===== src/rtl/complemento_para_sinal.sv =====
// Bit-serial converter from a WIDTH-bit two's-complement value to sign + magnitude.
// Resolves one magnitude bit per clock using the copy-until-first-one-then-invert rule.
module complemento_para_sinal #(
    parameter int WIDTH = 9
) (
    input  logic             relogio,
    input  logic             reiniciar,
    input  logic             iniciar,
    input  logic [WIDTH-1:0] numero,
    output logic             ocupado,
    output logic             pronto,
    output logic             sinal,
    output logic [WIDTH-2:0] magnitude,
    output logic             erro
);
    localparam int MAG_W = WIDTH - 1;
    localparam int IDX_W = (MAG_W > 1) ? $clog2(MAG_W) : 1;
    localparam logic [IDX_W-1:0] LAST_IDX = IDX_W'(MAG_W - 1);

    typedef enum logic [1:0] {
        IDLE,
        CONV,
        DONE
    } state_t;

    state_t state;
    state_t state_next;

    logic [MAG_W-1:0] cap;
    logic [MAG_W-1:0] res;
    logic [MAG_W-1:0] res_next;
    logic [IDX_W-1:0] idx;
    logic             neg;
    logic             visto_um;
    logic             bit_in;
    logic             bit_out;
    logic             last_bit;
    logic             min_neg;

    // NOTE: reset is sampled synchronously here, so it lives inside the clocked block
    // and has no entry in the sensitivity list.
    always_ff @(posedge relogio) begin
        if (reiniciar) begin
            state <= IDLE;
        end else begin
            state <= state_next;
        end
    end

    // NOTE: every always_comb output gets a default first so no path leaves it unassigned (no latch).
    always_comb begin
        state_next = state;
        case (state)
            IDLE:    if (iniciar) state_next = CONV;
            CONV:    if (last_bit) state_next = DONE;
            DONE:    state_next = IDLE;
            default: state_next = IDLE;
        endcase
    end

    // Once a 1 has been seen below this bit, a negative input has every remaining bit inverted.
    always_comb begin
        bit_in        = cap[idx];
        bit_out       = bit_in ^ (neg & visto_um);
        last_bit      = (state == CONV) && (idx == LAST_IDX);
        min_neg       = neg && (cap == '0);
        res_next      = res;
        res_next[idx] = bit_out;
    end

    // NOTE: sequential state uses non-blocking assignments so every register sees pre-edge values.
    always_ff @(posedge relogio) begin
        if (reiniciar) begin
            cap       <= '0;
            res       <= '0;
            idx       <= '0;
            neg       <= 1'b0;
            visto_um  <= 1'b0;
            sinal     <= 1'b0;
            magnitude <= '0;
            erro      <= 1'b0;
        end else begin
            case (state)
                IDLE: begin
                    if (iniciar) begin
                        cap      <= numero[MAG_W-1:0];
                        neg      <= numero[WIDTH-1];
                        res      <= '0;
                        idx      <= '0;
                        visto_um <= 1'b0;
                    end
                end
                CONV: begin
                    res      <= res_next;
                    visto_um <= visto_um | bit_in;
                    idx      <= idx + IDX_W'(1);
                    if (last_bit) begin
                        sinal     <= neg;
                        magnitude <= min_neg ? '1 : res_next;
                        erro      <= min_neg;
                    end
                end
                default: ;
            endcase
        end
    end

    assign ocupado = (state == CONV);
    assign pronto  = (state == DONE);

endmodule


===== config.mk =====
export PLATFORM = sky130hd
export DESIGN_NAME = complemento_para_sinal
export DESIGN_NICKNAME = d
export VERILOG_FILES = /design/src/rtl/complemento_para_sinal.sv
export SDC_FILE = /design/constraint.sdc
export NUM_CORES = 1
export LEC_CHECK = 0
export BUFFER_PORTS_ARGS = -buffer_cell sky130_fd_sc_hd__clkbuf_2
export CORE_MARGIN = 2
export CORE_UTILIZATION = 55
export CTS_CLUSTER_SIZE = 12
export DETAILED_ROUTE_END_ITERATION = 8
export PLACE_DENSITY = 0.77
export REMOVE_ABC_BUFFERS = 1
export SETUP_SLACK_MARGIN = 0.15
export SYNTH_ARGS = -nofsm -noshare
export SYNTH_HDL_FRONTEND = slang
export SYNTH_SLANG_ARGS = --single-unit

===== constraint.sdc =====
create_clock -name relogio -period 2.3 [get_ports relogio]
set_input_delay 0.115 -clock relogio [delete_from_list [all_inputs] [get_ports relogio]]
set_output_delay 0.115 -clock relogio [all_outputs]
set_load 0.02 [all_outputs]

== After elaboration in Yosys (flattened, before gate mapping) ==
Index checks and enable logic that the tools add are counted.
Storage, ports and cells
  bits in registers: 33
Cells by class
  add/sub/neg operators: 1
  $lt $le $gt $ge: 2
  eq/ne operators: 5
  multiplexer cells: 15
  bitwise logic cells: 3
  reduce and logical (&&, ||, !) cells: 10
Operators by type and width (count)
  $mux W8: 2
  $pmux W8 S2: 1
  $bwmux W8: 1
  $logic_not A8 Y1: 1
  $reduce_and A2 Y1: 4
  $pmux W3 S2: 1
  $lt A3 B4 Y1 const B: 1
  $mux W2: 2
  $pmux W2 S2: 1
  $add A3 B1 Y3 const B: 1
  $bmux W1 S3: 1
  $demux W1 S3: 1
  $eq A3 B3 Y1 const B: 1
  $ge A3 B1 Y1 const B: 1
  $logic_and A1 B1 Y1: 3
  $mux W1: 3
  $mux W3: 1
  $eq A2 B1 Y1 const B: 1
  $eq A2 B2 Y1 const B: 1
  $logic_not A2 Y1: 1
  $ne A2 B1 Y1 const B: 1
  $ne A2 B2 Y1 const B: 1
  $pmux W1 S2: 1
  $reduce_bool A2 Y1: 1
  3 further kinds: 3

== Logic depth before layout (Yosys ltp) ==
Gate-level depths: netlist of run 1.
  depth in word-level cells: 6
  gate-level depth with buffers: 6
  depth with buffers taken out: 6

== Worst setup path before layout of run 1 ==
Ideal clock, no wire load.
  path kind: reg2reg
  start point: register idx[0]
  end point: register magnitude[5]
  arrival: 1.754 ns
  data required time: 2.183 ns
  path slack: 0.429 ns
  cell stages (with the launch flop): 7
  period minus slack after synthesis: 1.871 ns
  path through: dfxtp_1 -> ha_1 -> ha_1 -> nand3b_1 -> a31oi_1 -> a211oi_1 -> a21boi_1
Between the ends
  word-level cells in the longest chain between the ends: 6
  elaborated cells between the ends (all ways): 13
Ends and longest elaborated chain
  from (decl): line 32  | logic [IDX_W-1:0] idx;
  from (signal assigned): line 96  | idx <= idx + IDX_W'(1);
  $lt A3 B4 Y1 (implied by the code) or $ge A3 B1 Y1 (tied branches): line 68  | res_next[idx] = bit_out;
  $logic_and A1 B1 Y1 (implied by the code): line 68
  $mux W1 (implied by the code): line 68
  $demux W1 S3: line 68
  $bwmux W8: line 68
  $mux W8: line 99  | magnitude <= min_neg ? '1 : res_next;
  to (signal assigned): line 99
  to (decl): line 13  | output logic [WIDTH-2:0] magnitude,
Several ways; a longest one is shown, not always the timed one. The select of a mux whose other input is x is not followed.
A chain may end at the register's enable or synchronous reset.

== Final worst setup path of run 1 ==
  start point: register idx[2]
  end point: register magnitude[6]
The elaborated chain is that of the path after synthesis.

==> summary.md, run 1 <==
| Metric | Value |
|---|---|
| Postcts setup bufs | `0` |
| Post-layout min period | `1.976 ns` |
| Hold Vio Cnt, Final | `0` |
| Fill cells | `224` |
| Skew final | `0.01055 ns` |
| CTS buffer count | `5` |
| Htree depth | `2` |
| Slew Limit Fails | `0` |
| Yosys cell types | `31` |
| Seq/Total Area, Yosys | `41.84%` |
| Pre-CTS setup slack | `0.3389 ns` |
| Post-route antenna net violation count | `0` |
| Die Span Y | `57.58 um` |
| Lkg Pwr | `0.7179 nW` |
| Adder-Cell Fraction of Synth Area | `1.585%` |
| Synth Area in Compound Gates | `23.45%` |
| Pre-antenna DRT Iters | `4` |
| Detail Route met3 WL | `172 um` |
| Port Buffer Count | `23` |
| Area grow syn2layout | `19.33%` |
| Initial antenna violation count | `0` |
| Die width | `57.58 um` |
| I/O Pins | `24` |
| Ys Warns | `0` |
| Worst setup slack after layout | `0.3240 ns` |
| CTS tree | `done` |
| Worst-path fanout max | `11` |
| Initial Utilization | `57.76%` |
| # diodes | `0` |
| Core box area | `0.002734 sq mm` |
| GRT overflow | `0` |
| Max clock buf depth | `2` |
| Synth area leaders | `dfxtp_1 42%, a21oi_1 9.5%, nand2_1 5.9%` |
| DRC | `0` |
| Vias in the first global route | `1365` |
| Hold Slack | `0.2947 ns` |
| Area share of the largest cell type after synthesis | `41.84%` |
| Largest family of logic cells by synthesized area | `compound AO/OA/AOI/OAI gates` |
| Post-synthesis xor/xnor area fraction | `1.743%` |
| Status | `completed` |
| Die footprint | `0.003315 sq mm` |
| Worst Path Arrival | `2.18 ns` |
| Synth area leader | `dfxtp_1` |
| Metal-1 WL | `1521 um` |
| Worst slew pin tran | `0.9182 ns` |
| Standard-cell rows | `19` |
| HPWL after DPL | `2458 um` |
| Crit path kind | `reg -> reg` |
| CP Capture Type | `register` |
| Clk Latency, worst-skew pair | `0.34 ns` |
| First-pass GRT wire length | `6003 um` |
| Setup_tns | `0 ns` |
| Max-cap violations | `0` |
| HP Class | `in -> reg` |
| Mapped cell area | `0.001579 sq mm` |
| Largest net degree at the start of global routing | `35` |
| Setup violators final | `0` |
| Final Cycle Share | `85.91%` |
| FF+latch count, synth | `33` |
| Mux share of post-synthesis cell area | `5.230%` |
| Worst rel slew slack | `38.66%` |
| WL final | `3611 um` |
| Syn Inst Count | `188` |
| Final net count | `232` |
| Wire per inst | `14.44 um` |
| Overall routing resource usage | `23.80%` |
| Share of cells above drive strength 1 | `18.72%` |
| Syn avg cell area | `8.399 sq um` |
| RSZ-0062 raised after global routing | `no` |
| Met2 wire len | `1871 um` |
| Critical path required time | `2.50 ns` |
| Startpoint Class | `register` |
| Sink Count | `33` |
| Worst-path clk slew | `0.10 ns` |
| Initial drt markers | `66` |
| Simple-Gate Fraction of Synth Area | `20.36%` |
| Pwr Density | `632.7 mW/mm^2` |
| GPL Wtd Cong | `0.8386` |
| Via Count | `1464` |
| Top layer in use | `met4` |
| Worst VDD drop | `0.0006872 V` |
| Clock root buffer | `clkbuf_4` |
| Max Clk Rate | `506.1 MHz` |
| Vias per cell | `5.856` |
==> repair_timing <==
action,4_1_cts,5_1_grt
endpoints found under the setup margin,0,8
endpoints found under the hold margin,9,0
hold buffers,9,0
resized for setup,0,2
==> stage by stage <==
stage	instance area (sq um)	power, mW	utilization, %	cells
after global routing	1884	1.237	68.92	250
after detailed placement	1702	0.7342	62.24	233
after floorplan	1510	0.6870	-	174
final	1884	1.192	68.92	250
after global placement	1702	0.7281	62.24	233
after CTS	1877	1.197	68.65	250
==> final timing paths <==
| path | startpoint | cells past startpoint | to | slack, ns |
|---|---|---|---|---|
| worst max-delay path | idx[2] | 5 | magnitude[6] | 0.32 |
| worst min-delay path | iniciar | 4 | cap[2] | 0.29 |
| worst max register to register | idx[2] | 5 | magnitude[6] | 0.32 |
| worst min register to register | visto_um | 2 | visto_um | 0.47 |
==> cells in the final DEF, fill, tap and decap left out, drive strengths merged, types with 7 or more instances in the layout <==
cell type    Yosys  layout
nand2           25      25
nor2b            7       7
a21oi           30      30
nand2b          13      13
dlygate4sd3      0       9
a31oi            7       7
o32ai            8       8
nor2            10      10
dfxtp           33      33
clkbuf          10      30
==> worst max-delay path, stage by stage (launching register included) <==
cell      delay [ns]
dfxtp_1         0.58
ha_1            0.32
nand3b_1        0.24
a31o_2          0.36
o31ai_1         0.28
a31oi_1         0.06
==> cell type report <==
| class | count | area, sq um | area share [%] |
|---|---|---|---|
| Inverter | 6 | 22.52 | 1.195 |
| Clock inverter | 1 | 30.03 | 1.594 |
| Sequential cell | 33 | 661.9 | 35.13 |
| Tap cell | 31 | 38.79 | 2.058 |
| Clock buffer | 7 | 55.05 | 2.922 |
| Timing Repair Buffer | 37 | 242.7 | 12.88 |
| Multi-Input combinational cell | 135 | 833.3 | 44.22 |
==> cells in the mapped netlist <==
cell      instances
a211oi_1          2
a21boi_1          2
a21oi_1          30
a22oi_1           2
a31o_2            1
a31oi_1           7
and2_1            2
and3_1            1
buf_1             1
buf_2             1
buf_6             2
clkbuf_1         10
dfxtp_1          33
ha_1              2
inv_1             6
mux2i_1           6
mux4_2            1
nand2_1          25
nand2b_1         13
nand3_1           1
nand3b_1          1
nor2_1           10
nor2b_1           7
nor3_1            3
nor4_1            1
o21bai_1          1
o31ai_1           6
o32ai_1           8
or2_2             1
or3_1             1
xnor2_4           1
==> sequential cells by signal, indices dropped and copies added (netlist names) <==
name,count
neg,1
idx,3
res,8
erro,1
sinal,1
cap,8
magnitude,8
state,2
visto_um,1
==> metal layers <==
| metal | track usage (%) | vias up |
|---|---|---|
| met5 | 0 | - |
| met4 | 12.29 | 0 |
| met3 | 4.762 | 7 |
| met2 | 41.56 | 42 |
| met1 | 27.26 | 687 |
| li1 | - | 728 |
==> logic make-up (layout without fill, tap and decap cells) <==
| logic type | after synthesis | in the layout |
|---|---|---|
| adder cells (fa/ha/maj) | 2 | 2 |
| XOR/XNOR | 1 | 1 |
| multiplexers | 7 | 7 |
| AO/OA/AOI/OAI | 59 | 59 |
| AND/OR/NAND/NOR | 66 | 66 |
| flip-flops | 33 | 33 |
| buffers and inverters | 20 | 51 |
==> where the power goes <==
part | total (mW) | switching (mW) | internal [mW]
combinational | 0.137 | 0.0796 | 0.0570
clock | 0.457 | 0.197 | 0.260
sequential | 0.599 | 0.0137 | 0.585
Note: power is estimated with default switching activity, not from simulation.
==> run 2: changes to the inputs <==
--- a/config.mk
+++ b/config.mk
@@ -11,7 +11,6 @@
 export CTS_CLUSTER_SIZE = 12
 export DETAILED_ROUTE_END_ITERATION = 8
 export PLACE_DENSITY = 0.77
-export REMOVE_ABC_BUFFERS = 1
 export SETUP_SLACK_MARGIN = 0.15
 export SYNTH_ARGS = -nofsm -noshare
 export SYNTH_HDL_FRONTEND = slang
==> summary.md, run 2 (synthesis gave the netlist of run 1 again) <==
| Metric | Value |
|---|---|
| Standard-cell rows | `19 (unchanged)` |
| Clk Latency, worst-skew pair | `0.34 ns (about the same)` |
| CP Capture Type | `register` |
| Vias in the first global route | `1381 (+1.2%)` |
| Worst-path clk slew | `0.10 ns (about the same)` |
| Critical path required time | `2.51 ns (about the same)` |
| Max-cap violations | `0 (unchanged)` |
| Post-layout min period | `1.985 ns (+0.009178 ns)` |
| Startpoint Class | `register` |
| Layer with the highest usage | `met2` |
| Status | `completed` |
| Lkg Pwr | `0.7179 nW (about the same)` |
| Setup violators final | `0 (unchanged)` |
| Port Buffer Count | `23 (unchanged)` |
| Pre-antenna DRT Iters | `4 (unchanged)` |
| Proportion of power drawn by the clock network | `29.7% (-8.6 points)` |
| Initial drt markers | `47 (-29%)` |
| Most frequent cells in the layout | `33 x dfxtp_1, 30 x a21oi_1, 25 x nand2_1, 23 x clkbuf_2, 13 x nand2b_1` |
| Pwr Density | `561.2 mW/mm^2 (-11%)` |
| Sink Count | `33 (unchanged)` |
| I/O Pins | `24 (unchanged)` |
| DRC | `0 (unchanged)` |
| Postcts setup bufs | `0 (unchanged)` |
| Share of cells above drive strength 1 | `18.47% (-0.25 points)` |
| Vias per cell | `5.783 (-1.3%)` |
| Largest net degree at the start of global routing | `33 (-5.7%)` |
| Post-route antenna net violation count | `0 (unchanged)` |
| Die footprint | `0.003315 sq mm (unchanged)` |
| RSZ-0062 raised after global routing | `no` |
| Placed cells | `235 (+0.86%)` |
| Die width | `57.58 um (unchanged)` |
| HP Class | `in -> reg` |
| Area grow syn2layout | `18.30%` |
| GPL Wtd Cong | `0.8123 (-3.1%)` |
| Power share of the sequential group | `57.1% (+6.9 points)` |
| Met2 GRT Util | `38.15% (-3.4 points)` |
| CTS tree | `done` |
| Max Clk Rate | `503.7 MHz (-0.46%)` |
| Worst slew pin tran | `0.9174 ns (-0.0007800 ns)` |
| Top flop regs | `cap (8), magnitude (8), res (8)` |
| Worst VDD drop | `0.0005147 V (-25%)` |
| Die Span Y | `57.58 um (unchanged)` |
| Commonest non-fill, non-tap cell in the layout | `dfxtp_1` |
| Grt met1 use | `29.87% (+2.6 points)` |
| Initial Utilization | `57.76% (unchanged)` |
| Htree depth | `2 (unchanged)` |
| GRT overflow | `0 (unchanged)` |
| Post-CTS resize count | `0 (unchanged)` |
| Power share of the combinational group | `13.2% (+1.7 points)` |
| Initial antenna violation count | `0 (unchanged)` |
| Crit path kind | `reg -> reg` |
| Wire per inst | `14.42 um (-0.17%)` |
| Worst Path Arrival | `2.20 ns (+0.02 ns)` |
| WL final | `3648 um (+1.0%)` |
| CTS buffer count | `5 (unchanged)` |
| HPWL after DPL | `2385 um (-3.0%)` |
| Skew final | `0.004736 ns (-0.005816 ns)` |
| Clock root buffer | `clkbuf_4` |
| Post-synthesis net count | `202` |
| Layout Cells excl Fill | `253 (+1.2%)` |
| Final Cycle Share | `86.31% (+0.40 points)` |
| Core box area | `0.002734 sq mm (unchanged)` |
| Final net count | `235 (+1.3%)` |
| Via Count | `1463 (-0.068%)` |
| First-pass GRT wire length | `6120 um (+1.9%)` |
| Max clock buf depth | `2 (unchanged)` |
| Worst-path fanout max | `16 (+5)` |
| Worst rel slew slack | `38.71% (+0.052 points)` |
| Met3 Use GR | `7.483% (+2.7 points)` |
| Setup_tns | `0 ns (unchanged)` |
| NetSw | `0.2864 mW (-1.4%)` |
| P_int | `0.7619 mW (-16%)` |
| Slew Limit Fails | `0 (unchanged)` |
| Hold Vio Cnt, Final | `0 (unchanged)` |
| # diodes | `0 (unchanged)` |
| Sw frac | `27.32% (+3.0 points)` |
| Overall routing resource usage | `24.11% (+0.31 points)` |
[run 2: per-stage QoR]
stage	hold slack, ns	worst slack (ns)	instance area (sq um)	util [%]	power, mW
after detailed placement	0.3244	0.3607	1717	62.79	0.7346
after CTS	0.2766	0.3342	1868	68.33	1.051
after global routing	0.3076	0.2115	1868	68.33	1.094
after global placement	0.3228	0.3864	1717	62.79	0.7308
final	0.2760	0.3149	1868	68.33	1.048
after floorplan	0.2510	0.4292	1579	-	0.7036
[run 2: final timing paths]
kind / startpoint / to / slack (ns) / depth (start not counted)
hold / removal: iniciar / state[0] / 0.28 / 3
setup reg to reg: idx[2] / res[6] / 0.31 / 3
setup / recovery: idx[2] / res[6] / 0.31 / 3
hold reg to reg: visto_um / visto_um / 0.46 / 2
[run 2: critical path, cell delays in order (launching register included)]
cell     delay (ns)
dfxtp_1        0.58
mux4_2         0.64
xnor2_4        0.46
o32ai_1        0.18
[run 2: final cells by class]
class | count | area [sq um]
clock buffers | 6 | 41.29
clock inverters | 2 | 10.01
fillers | 214 | 865.8
inverters | 6 | 22.52
multi-input cells | 135 | 827.0
flip-flops and latches | 33 | 660.6
well taps | 31 | 38.79
repair buffers | 40 | 267.8
[run 2: what timing repair did]
action,CTS,global route
endpoints found under the hold margin,10,0
hold buffers,10,0
endpoints found under the setup margin,0,0
[run 2: power groups by stage]
| stage | registers [mW] | logic [mW] | clock network [mW] |
|---|---|---|---|
| after floorplan | 0.607 | 0.0965 | 0 |
| after global placement | 0.611 | 0.120 | 0 |
| after detailed placement | 0.612 | 0.123 | 0 |
| after CTS | 0.598 | 0.137 | 0.316 |
| after global routing | 0.601 | 0.153 | 0.340 |
| final | 0.598 | 0.139 | 0.311 |
[run 2: per-layer routing]
metal	vias up	share of wire [%]
li1	734	-
met1	680	43
met2	42	50
met3	7	5.1
met4	0	1.6
met5	-	0
